`config.mk`:
```
export PLATFORM = sky130hd
export DESIGN_NAME = ccd_phase_monitor
export DESIGN_NICKNAME = d
export VERILOG_FILES = /design/src/rtl/ccd_phase_monitor_pkg.sv /design/src/rtl/ccd_quartet_decoder.sv /design/src/rtl/ccd_phase_monitor.sv
export SDC_FILE = /design/constraint.sdc
export NUM_CORES = 1
export LEC_CHECK = 0
export BUFFER_PORTS_ARGS = -buffer_cell sky130_fd_sc_hd__clkbuf_2
export CAP_MARGIN = 20
export CORE_MARGIN = 4
export CORE_UTILIZATION = 40
export CTS_CLUSTER_SIZE = 30
export DETAILED_ROUTE_END_ITERATION = 16
export GPL_TIMING_DRIVEN = 0
export HOLD_SLACK_MARGIN = 0.05
export SETUP_SLACK_MARGIN = 0.1
export SYNTH_ARGS = -nofsm -noshare
export SYNTH_HDL_FRONTEND = slang
export SYNTH_HIERARCHICAL = 1
export SYNTH_SLANG_ARGS = --single-unit
```
`constraint.sdc`:
```
create_clock -name i_clk -period 2.83 [get_ports i_clk]
set_input_delay 0.1415 -clock i_clk [delete_from_list [all_inputs] [get_ports i_clk]]
set_output_delay 0.1415 -clock i_clk [all_outputs]
set_load 0.03 [all_outputs]
```
`src/rtl/ccd_phase_monitor_pkg.sv`:
```
// Shared definitions for the CCD four-phase clock protocol: phase codes, monitor FSM
// encoding, error flag indices and the frame result payload.
package ccd_phase_monitor_pkg;

    localparam int unsigned CODE_W  = 4;
    localparam int unsigned SUB_W   = 2;
    localparam int unsigned SHIFT_W = 14;
    localparam int unsigned HOLD_W  = 32;
    localparam int unsigned PW_W    = 16;
    localparam int unsigned FCNT_W  = 16;
    localparam int unsigned ERR_W   = 4;

    // Phase code layout is {p, l1, l2, r}
    localparam logic [CODE_W-1:0] CODE_SETUP = 4'b1000;
    localparam logic [CODE_W-1:0] CODE_PULSE = 4'b1011;
    localparam logic [CODE_W-1:0] CODE_HOLD  = 4'b0000;
    localparam logic [CODE_W-1:0] CODE_Q0    = 4'b0011;
    localparam logic [CODE_W-1:0] CODE_Q1    = 4'b0010;
    localparam logic [CODE_W-1:0] CODE_Q2    = 4'b0100;
    localparam logic [CODE_W-1:0] CODE_Q3    = 4'b0100;

    localparam int unsigned ERR_SEQ    = 0;
    localparam int unsigned ERR_SHIFT  = 1;
    localparam int unsigned ERR_PWIDTH = 2;
    localparam int unsigned ERR_SAT    = 3;

    typedef enum logic [1:0] {
        ST_SYNC  = 2'd0,
        ST_SHIFT = 2'd1,
        ST_HOLD  = 2'd2,
        ST_PULSE = 2'd3
    } state_e;

    typedef struct packed {
        logic [SHIFT_W-1:0] shift_count;
        logic [HOLD_W-1:0]  hold_cycles;
        logic [PW_W-1:0]    p_width;
    } frame_res_t;

    function automatic logic [CODE_W-1:0] quartet_code(input logic [SUB_W-1:0] idx);
        logic [CODE_W-1:0] code;
        case (idx)
            2'd0:    code = CODE_Q0;
            2'd1:    code = CODE_Q1;
            2'd2:    code = CODE_Q2;
            default: code = CODE_Q3;
        endcase
        return code;
    endfunction

endpackage

```
`src/rtl/ccd_quartet_decoder.sv`:
```
// Shift-quartet sub-phase tracker: compares each code against the expected quartet
// entry and flags quartet completion or a sequence violation.
module ccd_quartet_decoder
    import ccd_phase_monitor_pkg::*;
(
    input  logic              clk,
    input  logic              rst_n,
    input  logic              enable,
    input  logic [CODE_W-1:0] code,
    input  logic              active,
    input  logic              load,
    output logic              quartet_done_c,
    output logic              seq_err_c,
    output logic              at_boundary_c
);

    logic [SUB_W-1:0] sub_q, sub_d;
    logic             match_c;

    // HOLD is only a legal exit between quartets, never mid-quartet
    always_comb begin
        match_c        = (code == quartet_code(sub_q));
        at_boundary_c  = (sub_q == 2'd0);
        quartet_done_c = active && match_c && (sub_q == 2'd3);
        seq_err_c      = active && !match_c && !(at_boundary_c && (code == CODE_HOLD));
        sub_d          = sub_q;
        if (!enable) begin
            sub_d = '0;
        end else if (load) begin
            sub_d = 2'd1;
        end else if (active && match_c) begin
            sub_d = sub_q + 2'd1;
        end
    end

    always_ff @(posedge clk or negedge rst_n) begin
        if (!rst_n) begin
            sub_q <= '0;
        end else begin
            sub_q <= sub_d;
        end
    end

endmodule

```
`src/rtl/ccd_phase_monitor.sv`:
```
// CCD phase protocol monitor: tracks SHIFT/HOLD/PULSE frames, measures them and
// keeps sticky error flags. Define CCD_MON_FRAME_CNT_EN to build the frame counter.
module ccd_phase_monitor
    import ccd_phase_monitor_pkg::*;
#(
    parameter int unsigned EXP_SHIFTS  = 2052,
    parameter int unsigned MIN_P_WIDTH = 72
) (
    input  logic               i_clk,
    input  logic               i_rst_n,
    input  logic               i_enable,
    input  logic               i_phi_p,
    input  logic               i_phi_l1,
    input  logic               i_phi_l2,
    input  logic               i_phi_r,
    input  logic               i_clr_err,
    output logic               o_frame_valid,
    output logic [SHIFT_W-1:0] o_shift_count,
    output logic [HOLD_W-1:0]  o_hold_cycles,
    output logic [PW_W-1:0]    o_p_width,
    output logic [ERR_W-1:0]   o_err,
    output logic [1:0]         o_state,
    output logic [FCNT_W-1:0]  o_frame_count
);

    logic [CODE_W-1:0]  code_q, code_d;
    state_e             state_q, state_d;
    logic               armed_q, armed_d;
    logic [SHIFT_W-1:0] shift_cnt_q, shift_cnt_d;
    logic [HOLD_W-1:0]  hold_cnt_q, hold_cnt_d;
    logic [PW_W-1:0]    p_cnt_q, p_cnt_d;
    logic               sat_q, sat_d;
    logic               end_q, end_d;
    frame_res_t         snap_q, snap_d;
    logic [ERR_W-1:0]   err_set_q, err_set_d;
    logic               frame_valid_q, frame_valid_d;
    frame_res_t         res_q, res_d;
    logic [ERR_W-1:0]   err_q, err_d;
    logic               dec_active, dec_load;
    logic               quartet_done_c, seq_err_c, at_boundary_c;

    ccd_quartet_decoder u_quartet_decoder (
        .clk            (i_clk),
        .rst_n          (i_rst_n),
        .enable         (i_enable),
        .code           (code_q),
        .active         (dec_active),
        .load           (dec_load),
        .quartet_done_c (quartet_done_c),
        .seq_err_c      (seq_err_c),
        .at_boundary_c  (at_boundary_c)
    );

    always_comb code_d = {i_phi_p, i_phi_l1, i_phi_l2, i_phi_r};

    // Frame FSM; the frame-ending 0011 also serves as Q0 of the following frame
    always_comb begin
        state_d     = state_q;
        armed_d     = armed_q;
        shift_cnt_d = shift_cnt_q;
        hold_cnt_d  = hold_cnt_q;
        p_cnt_d     = p_cnt_q;
        sat_d       = sat_q;
        end_d       = 1'b0;
        snap_d      = snap_q;
        err_set_d   = '0;
        dec_active  = 1'b0;
        dec_load    = 1'b0;

        case (state_q)
            ST_SYNC: begin
                if (code_q[CODE_W-1]) armed_d = 1'b1;
                if (armed_q && (code_q == CODE_Q0)) begin
                    state_d     = ST_SHIFT;
                    armed_d     = 1'b0;
                    dec_load    = 1'b1;
                    shift_cnt_d = '0;
                    hold_cnt_d  = '0;
                    p_cnt_d     = '0;
                    sat_d       = 1'b0;
                end
            end
            ST_SHIFT: begin
                dec_active = 1'b1;
                if (seq_err_c) begin
                    state_d            = ST_SYNC;
                    err_set_d[ERR_SEQ] = 1'b1;
                end else if (quartet_done_c) begin
                    if (shift_cnt_q == '1) sat_d = 1'b1;
                    else                   shift_cnt_d = shift_cnt_q + SHIFT_W'(1);
                end else if (at_boundary_c && (code_q == CODE_HOLD)) begin
                    state_d    = ST_HOLD;
                    hold_cnt_d = HOLD_W'(1);
                end
            end
            ST_HOLD: begin
                if (code_q == CODE_HOLD) begin
                    if (hold_cnt_q == '1) sat_d = 1'b1;
                    else                  hold_cnt_d = hold_cnt_q + HOLD_W'(1);
                end else if (code_q == CODE_PULSE) begin
                    state_d = ST_PULSE;
                    p_cnt_d = PW_W'(1);
                end else begin
                    state_d            = ST_SYNC;
                    err_set_d[ERR_SEQ] = 1'b1;
                end
            end
            ST_PULSE: begin
                if (code_q == CODE_PULSE) begin
                    if (p_cnt_q == '1) sat_d = 1'b1;
                    else               p_cnt_d = p_cnt_q + PW_W'(1);
                end else if (code_q == CODE_Q0) begin
                    end_d                 = 1'b1;
                    snap_d.shift_count    = shift_cnt_q;
                    snap_d.hold_cycles    = hold_cnt_q;
                    snap_d.p_width        = p_cnt_q;
                    err_set_d[ERR_SHIFT]  = (shift_cnt_q != SHIFT_W'(EXP_SHIFTS));
                    err_set_d[ERR_PWIDTH] = (p_cnt_q < PW_W'(MIN_P_WIDTH));
                    err_set_d[ERR_SAT]    = sat_q;
                    state_d               = ST_SHIFT;
                    dec_load              = 1'b1;
                    shift_cnt_d           = '0;
                    hold_cnt_d            = '0;
                    p_cnt_d               = '0;
                    sat_d                 = 1'b0;
                end else begin
                    state_d            = ST_SYNC;
                    err_set_d[ERR_SEQ] = 1'b1;
                end
            end
            default: state_d = ST_SYNC;
        endcase

        if (!i_enable) begin
            state_d     = ST_SYNC;
            armed_d     = 1'b0;
            shift_cnt_d = '0;
            hold_cnt_d  = '0;
            p_cnt_d     = '0;
            sat_d       = 1'b0;
            end_d       = 1'b0;
            err_set_d   = '0;
        end
    end

    // Result stage: a flag raised in the same cycle as i_clr_err survives the clear
    always_comb begin
        frame_valid_d = end_q;
        res_d         = end_q ? snap_q : res_q;
        err_d         = (err_q & ~{ERR_W{i_clr_err}}) | err_set_q;
    end

    always_ff @(posedge i_clk or negedge i_rst_n) begin
        if (!i_rst_n) begin
            code_q        <= '0;
            state_q       <= ST_SYNC;
            armed_q       <= 1'b0;
            shift_cnt_q   <= '0;
            hold_cnt_q    <= '0;
            p_cnt_q       <= '0;
            sat_q         <= 1'b0;
            end_q         <= 1'b0;
            snap_q        <= '0;
            err_set_q     <= '0;
            frame_valid_q <= 1'b0;
            res_q         <= '0;
            err_q         <= '0;
        end else begin
            code_q        <= code_d;
            state_q       <= state_d;
            armed_q       <= armed_d;
            shift_cnt_q   <= shift_cnt_d;
            hold_cnt_q    <= hold_cnt_d;
            p_cnt_q       <= p_cnt_d;
            sat_q         <= sat_d;
            end_q         <= end_d;
            snap_q        <= snap_d;
            err_set_q     <= err_set_d;
            frame_valid_q <= frame_valid_d;
            res_q         <= res_d;
            err_q         <= err_d;
        end
    end

`ifdef CCD_MON_FRAME_CNT_EN
    logic [FCNT_W-1:0] frame_cnt_q, frame_cnt_d;

    always_comb begin
        frame_cnt_d = frame_cnt_q;
        if (!i_enable)  frame_cnt_d = '0;
        else if (end_q) frame_cnt_d = frame_cnt_q + FCNT_W'(1);
    end

    always_ff @(posedge i_clk or negedge i_rst_n) begin
        if (!i_rst_n) frame_cnt_q <= '0;
        else          frame_cnt_q <= frame_cnt_d;
    end

    assign o_frame_count = frame_cnt_q;
`else
    assign o_frame_count = '0;
`endif

    assign o_frame_valid = frame_valid_q;
    assign o_shift_count = res_q.shift_count;
    assign o_hold_cycles = res_q.hold_cycles;
    assign o_p_width     = res_q.p_width;
    assign o_err         = err_q;
    assign o_state       = 2'(state_q);

endmodule

```
==> flow_summary.json, run 1 <==
{
  "drt-vias-per-instance": 5.432,
  "leakagePower_uw": 0.005729,
  "drt-total-wl_mm": 22.82,
  "setup_viol_count_final": 0,
  "rsz0062_at_grt": "true",
  "clk_pin_slew_ns": 0.06,
  "h-tree-depth": 1,
  "wl_met1_mm": 10.52,
  "drtIter0Drc": 414,
  "met2_length_mm": 10.86,
  "p_int_uw": 5739,
  "crit-reg2reg-launch": "hold_cnt_q[12]",
  "grt_pass1_vias": 6997,
  "num-nets-final": 1020,
  "ff2ff_path_depth": 7,
  "critical_path_class": "reg2reg",
  "num_vias": 7268,
  "power_uw": 7612,
  "drive_gt1_frac": 0.3337,
  "peakVddDrop_mv": 0.3074,
  "syn_area_sq_mm": 0.009623,
  "clock-sinks": 206,
  "timing.max_cap.violations": 0,
  "synth_ff_type": "dfrtp_1",
  "fin_crit_sh": 0.9405,
  "die_y_microns": 163.1,
  "die_w_microns": 163.1,
  "antenna_cells": 0,
  "p_comb_frac": 0.140,
  "fmax_mhz": 375.7,
  "crit_top_cell": "or4_4",
  "layout_commonest_cell": "dfrtp_1",
  "cellPowerDensity_mw_per_mm2": 631.1,
  "clkLatencyLatePin_ns": 0.51,
  "yosysUniqueCellTypes": 66,
  "firstDrtPassIters": 5,
  "wl_met3_mm": 1.158,
  "num_rows": 56,
  "cp_cell_sequence": "nand4_1 -> or4_4 -> buf_6 -> or4_4 -> buf_8 -> a211oi_4 -> mux2_1",
  "start_util": 0.4087,
  "routabilityCongestion": 0.8650,
  "top_layer": "met4",
  "cp.required_ns": 3.22,
  "io_pins": 93,
  "critPathMaxStageDelay_ns": 0.55,
  "synth_edf_count": 0,
  "synth_top_area_frac": 0.5357,
  "wire_per_inst_microns": 17.06,
  "antenna_found_initial": 0,
  "worst_pin_slew_ns": 0.8871,
  "clockBufferDepth": 3,
  "crit_fanout": 8,
  "drc": 0,
  "slew_viol_final": 0,
  "yosys_register_bits": 206,
  "final_util": 0.5123,
  "io_buffers": 76,
  "async_flop_share": 1.000,
  "grt_usage": 0.1669,
  "finalHoldViolCount": 0,
  "final.setup_skew_ns": 0.009407,
  "final_cell_mix": "dfrtp_1 (201), mux2_2 (117), clkbuf_2 (83)",
  "holdPathEnd": "code_q[2]",
  "r2r_end": "sat_q",
  "p_sw_frac": 0.2460,
  "p_clk_frac": 0.463,
  "synth_cells": 846,
  "grt_max_degree": 106,
  "r2r_setup_slack_ns": 0.17,
  "postSynthAreaPerCell_sq_um": 11.37,
  "hp-start": "i_phi_l1",
  "grt_pass1_wl_mm": 36.75,
  "root_buffer": "clkbuf_16",
  "dpl.hpwl_mm": 15.16,
  "ys_top_cells_by_area": "dfrtp_1 (54%), mux2_2 (14%), a31oi_1 (3.2%), nand2_1 (2.5%), o31ai_1 (1.7%)",
  "ant_nets": 0,
  "cp.arrival_ns": 3.05,
  "synth_top_area_cell": "dfrtp_1",
  "critPathLaunchType": "flip-flop",
  "status": "finished, final reports clean",
  "p_switching_uw": 1873,
  "dieArea_sq_mm": 0.02660,
  "area_growth_pct": 25.33,
  "seq_area_frac_synth": 0.5357,
  "slew_headroom": 0.4031,
  "cts_tree": "done",
  "whs_ns": 0.2769,
  "fin_setup_tns_ns": 0,
  "finalWorstPathRequiredPeriod_ns": 2.662,
  "cts_buffers": 24,
  "hp-class": "in2reg",
  "seqPwrFrac": 0.397,
  "holdPathStages": 2,
  "coreArea_sq_mm": 0.02354,
  "ys_warn_count": 6,
  "endpoint_kind": "flip-flop",
  "overflow": 0,
  "cp_slowest_cell": "or4_4"
}
## cell usage after synthesis, types with 17 or more instances
cell type and n:
a31oi_1 49, nor3_1 17, nor2_1 25, o31ai_1 22, and3_1 19, o21ai_0 28, inv_1 21, nand2_1 65
nand3_1 21, mux2_2 117, clkbuf_1 38, dfrtp_1 206, nand4_1 20
## worst max-delay path, delay by kind of cell, from the launching register on
family	cells	cell delay [ns]
AO/OA/AOI/OAI	1	0.20
multiplexers	1	0.33
flip-flops	1	0.44
buffers and inverters	2	0.31
AND/OR/NAND/NOR	3	1.25
## state kept, by name, summed over array words and instances, names as in the netlist
name	flops
end_q	1
code_q	4
o_p_width	16
o_hold_cycles	32
snap_q	62
err_set_q	4
armed_q	1
sat_q	1
o_err	4
shift_cnt_q	14
o_frame_valid	1
p_cnt_q	16
u_quartet_decoder/sub_q	2
o_state	2
hold_cnt_q	32
o_shift_count	14
## metrics by stage
step	instance area, sq um	instances	setup WS, ns
floorplan	9683	861	0.1299
detailed placement	10500	1257	-0.8109
global placement	10460	1256	-2.516
finish	12060	1338	0.1683
CTS	11730	1324	0.07489
global route	12060	1338	0.04277
## per-layer routing
metal / track usage / vias up
met5: 0 / -
met4: 0.03126 / 0
met3: 0.03078 / 23
met2: 0.2694 / 181
met1: 0.2389 / 3611
li1: - / 3453
## worst max-delay path by stage
stage,endpoint,depth (start not counted),startpoint
3_3_place_gp,o_p_width[3],1,i_rst_n
3_5_place_dp,hold_cnt_q[21],12,u_quartet_decoder/sub_q[0]
4_1_cts,hold_cnt_q[21],6,code_q[0]
2_1_floorplan,hold_cnt_q[22],12,u_quartet_decoder/sub_q[0]
6_report,sat_q,7,hold_cnt_q[12]
5_1_grt,hold_cnt_q[21],14,u_quartet_decoder/sub_q[0]
## cell type report
class,count,area [sq um]
flip-flops and latches,206,5161
well taps,319,399.1
inverters,21,78.83
clock buffers,32,681.9
repair buffers,114,760.7
clock inverters,12,240.2
fillers,2147,11480
multi-input cells,566,4340
plain buffers,68,397.9
## cell families (layout without fill, tap and decap cells)
kind of cell,Yosys count,in the layout,share of synthesized area
AO/OA/AOI/OAI,185,185,0.1339
flip-flops,206,206,0.5357
XOR/XNOR,1,1,0.0009103
buffers and inverters,89,247,0.04291
other,1,16,0.0003897
multiplexers,123,123,0.1433
adder cells (fa/ha/maj),11,11,0.01430
AND/OR/NAND/NOR,230,230,0.1286
## power by group through the flow
stage,logic (uW),registers (uW),clock network (uW)
6_report,1060,3020,3530
5_1_grt,1140,3030,3750
4_1_cts,939,3020,3620
3_5_place_dp,781,3070,0
3_3_place_gp,775,3070,0
2_1_floorplan,514,3090,0
## repair_timing
action | CTS | global route
endpoints found under the hold margin | 114 | 0
buffers inserted | 14 | 12
gates cloned | 2 | 2
hold buffers | 7 | 0
endpoints found under the setup margin | 59 | 119
pin swaps | 12 | 12
resized for setup | 36 | 54
Note: power is estimated with default switching activity, not from simulation.
==> inputs of run 2 (changes only) <==
Settings changed: CORE_MARGIN 4 to 3, CORE_UTILIZATION 40 to 54, PLACE_DENSITY from default to 0.77.
==> flow_summary.json, run 2 (synthesis results as in run 1) <==
{
  "drc": 0,
  "cp.required_ns": 3.20,
  "ant_nets": 0,
  "critPathMaxStageDelay_ns": 0.53,
  "cp.arrival_ns": 3.11,
  "num-nets-final": 1017,
  "io_buffers": 76,
  "firstDrtPassIters": 6,
  "drt-vias-per-instance": 6.067,
  "worst-path-buf-inv": 2,
  "timing.max_cap.violations": 0,
  "rsz0062_at_grt": "true",
  "h-tree-depth": 1,
  "num_rows": 48,
  "clkLatencyLatePin_ns": 0.50,
  "grt_pass1_vias": 7482,
  "cts_buffers": 22,
  "setup_viol_count_final": 0,
  "worst_pin_slew_ns": 0.9431,
  "regMostFlops": "snap_q",
  "antenna_cells": 0,
  "dpl.hpwl_mm": 14.86,
  "final_cell_mix": "dfrtp_1 (199), mux2_2 (117), clkbuf_2 (86)",
  "fin_crit_sh": 0.9676,
  "status": "finished, final reports clean",
  "clk_pin_slew_ns": 0.06,
  "final.setup_skew_ns": 0.01614,
  "clock-sinks": 206,
  "peakVddDrop_mv": 0.4437,
  "power_uw": 6958,
  "whs_ns": 0.1706,
  "slew_headroom": 0.3655,
  "drtIter0Drc": 728,
  "drive_gt1_frac": 0.3399,
  "endpoint_kind": "flip-flop",
  "io_pins": 93,
  "coreArea_sq_mm": 0.01736,
  "critical_path_class": "reg2reg",
  "num_vias": 7505,
  "r2r_setup_slack_ns": 0.09,
  "fmax_mhz": 365.2,
  "hp-class": "in2async",
  "leakagePower_uw": 0.005639,
  "clockBufferDepth": 3,
  "grt_usage": 0.2294,
  "start_util": 0.5544,
  "root_buffer": "clkbuf_16",
  "antenna_found_initial": 0,
  "fin_setup_tns_ns": 0,
  "cts_tree": "done",
  "crit_fanout": 8,
  "overflow": 0,
  "dieArea_sq_mm": 0.01946,
  "routabilityCongestion": 0.9204,
  "die_w_microns": 139.5,
  "largest_reg_flops": 62,
  "cp_cell_sequence": "nand4_1 -> or4_1 -> clkbuf_4 -> or4_4 -> buf_6 -> a211oi_2 -> mux2_1",
  "die_y_microns": 139.5,
  "grt_pass1_wl_mm": 37.38,
  "cp_slowest_cell": "or4_1",
  "critPathLaunchType": "flip-flop",
  "finalWorstPathRequiredPeriod_ns": 2.738,
  "area_growth_pct": 22.53,
  "grt_max_degree": 77,
  "fin_area_sq_mm": 0.01179,
  "layout_commonest_cell": "dfrtp_1",
  "drt-total-wl_mm": 22.77,
  "cellPowerDensity_mw_per_mm2": 590.1,
  "slew_viol_final": 0,
  "placedInstanceArea_sq_mm": 0.01041,
  "finalHoldViolCount": 0,
  "cpLargestDelayFamily": "simple AND/OR/NAND/NOR gates",
  "wire_per_inst_microns": 18.41
}
[run 2: routing by layer]
layer,part of all wire,vias to the layer above,GRT usage
met1,0.43,3707,0.3113
li1,-,3438,-
met4,0.041,0,0.09681
met3,0.057,72,0.03677
met5,0,-,0
met2,0.47,288,0.3697
[run 2: area by class of cell]
cell class	instances	area, sq um
fill	1257	5565
sequential	206	5164
multi-input combinational	566	4414
timing repair buffer	113	732.0
clock buffer	31	655.6
buffer	68	374.1
tap	225	281.5
clock inverter	7	91.34
inverter	21	78.83
[run 2: worst paths after layout]
path,start,end,cells after the start
min reg2reg,end_q,o_frame_valid,0
max in group asynchronous,i_rst_n,o_state[1],4
max,hold_cnt_q[14],sat_q,7
min,i_rst_n,o_hold_cycles[24],2
min in group i_clk,i_phi_l1,code_q[2],2
max reg2reg,hold_cnt_q[14],sat_q,7
[run 2: repair_timing]
action	4_1_cts	5_1_grt
resized for setup	29	62
buffers inserted	13	12
pin swaps	9	13
hold endpoints to repair	64	0
cloned	2	1
setup endpoints to repair	59	60
hold buffers	7	0
[run 2: power breakdown]
group          switching (uW)  internal [uW]  total (uW)
clock network            1120           1790        2920
logic                     647            371        1020
registers                43.9           2980        3020
[run 2: through the flow]
stage / cells / setup slack (ns) / utilization
6_report: 1237 / 0.09168 / 0.6794
5_1_grt: 1237 / 0.03719 / 0.6794
4_1_cts: 1224 / 0.05636 / 0.6595
3_5_place_dp: 1164 / -0.6682 / 0.5997
3_3_place_gp: 1162 / -2.304 / 0.5960
2_1_floorplan: 861 / 0.1299 / -
[run 2: worst reg2reg max path: cells and delay by family (launching register included)]
| kind | cells | cell delay (ns) |
|---|---|---|
| DFF | 1 | 0.45 |
| AOI/OAI and AO/OA | 1 | 0.23 |
| buffers and inverters | 2 | 0.35 |
| and+or+nand+nor | 3 | 1.25 |
| muxes | 1 | 0.34 |
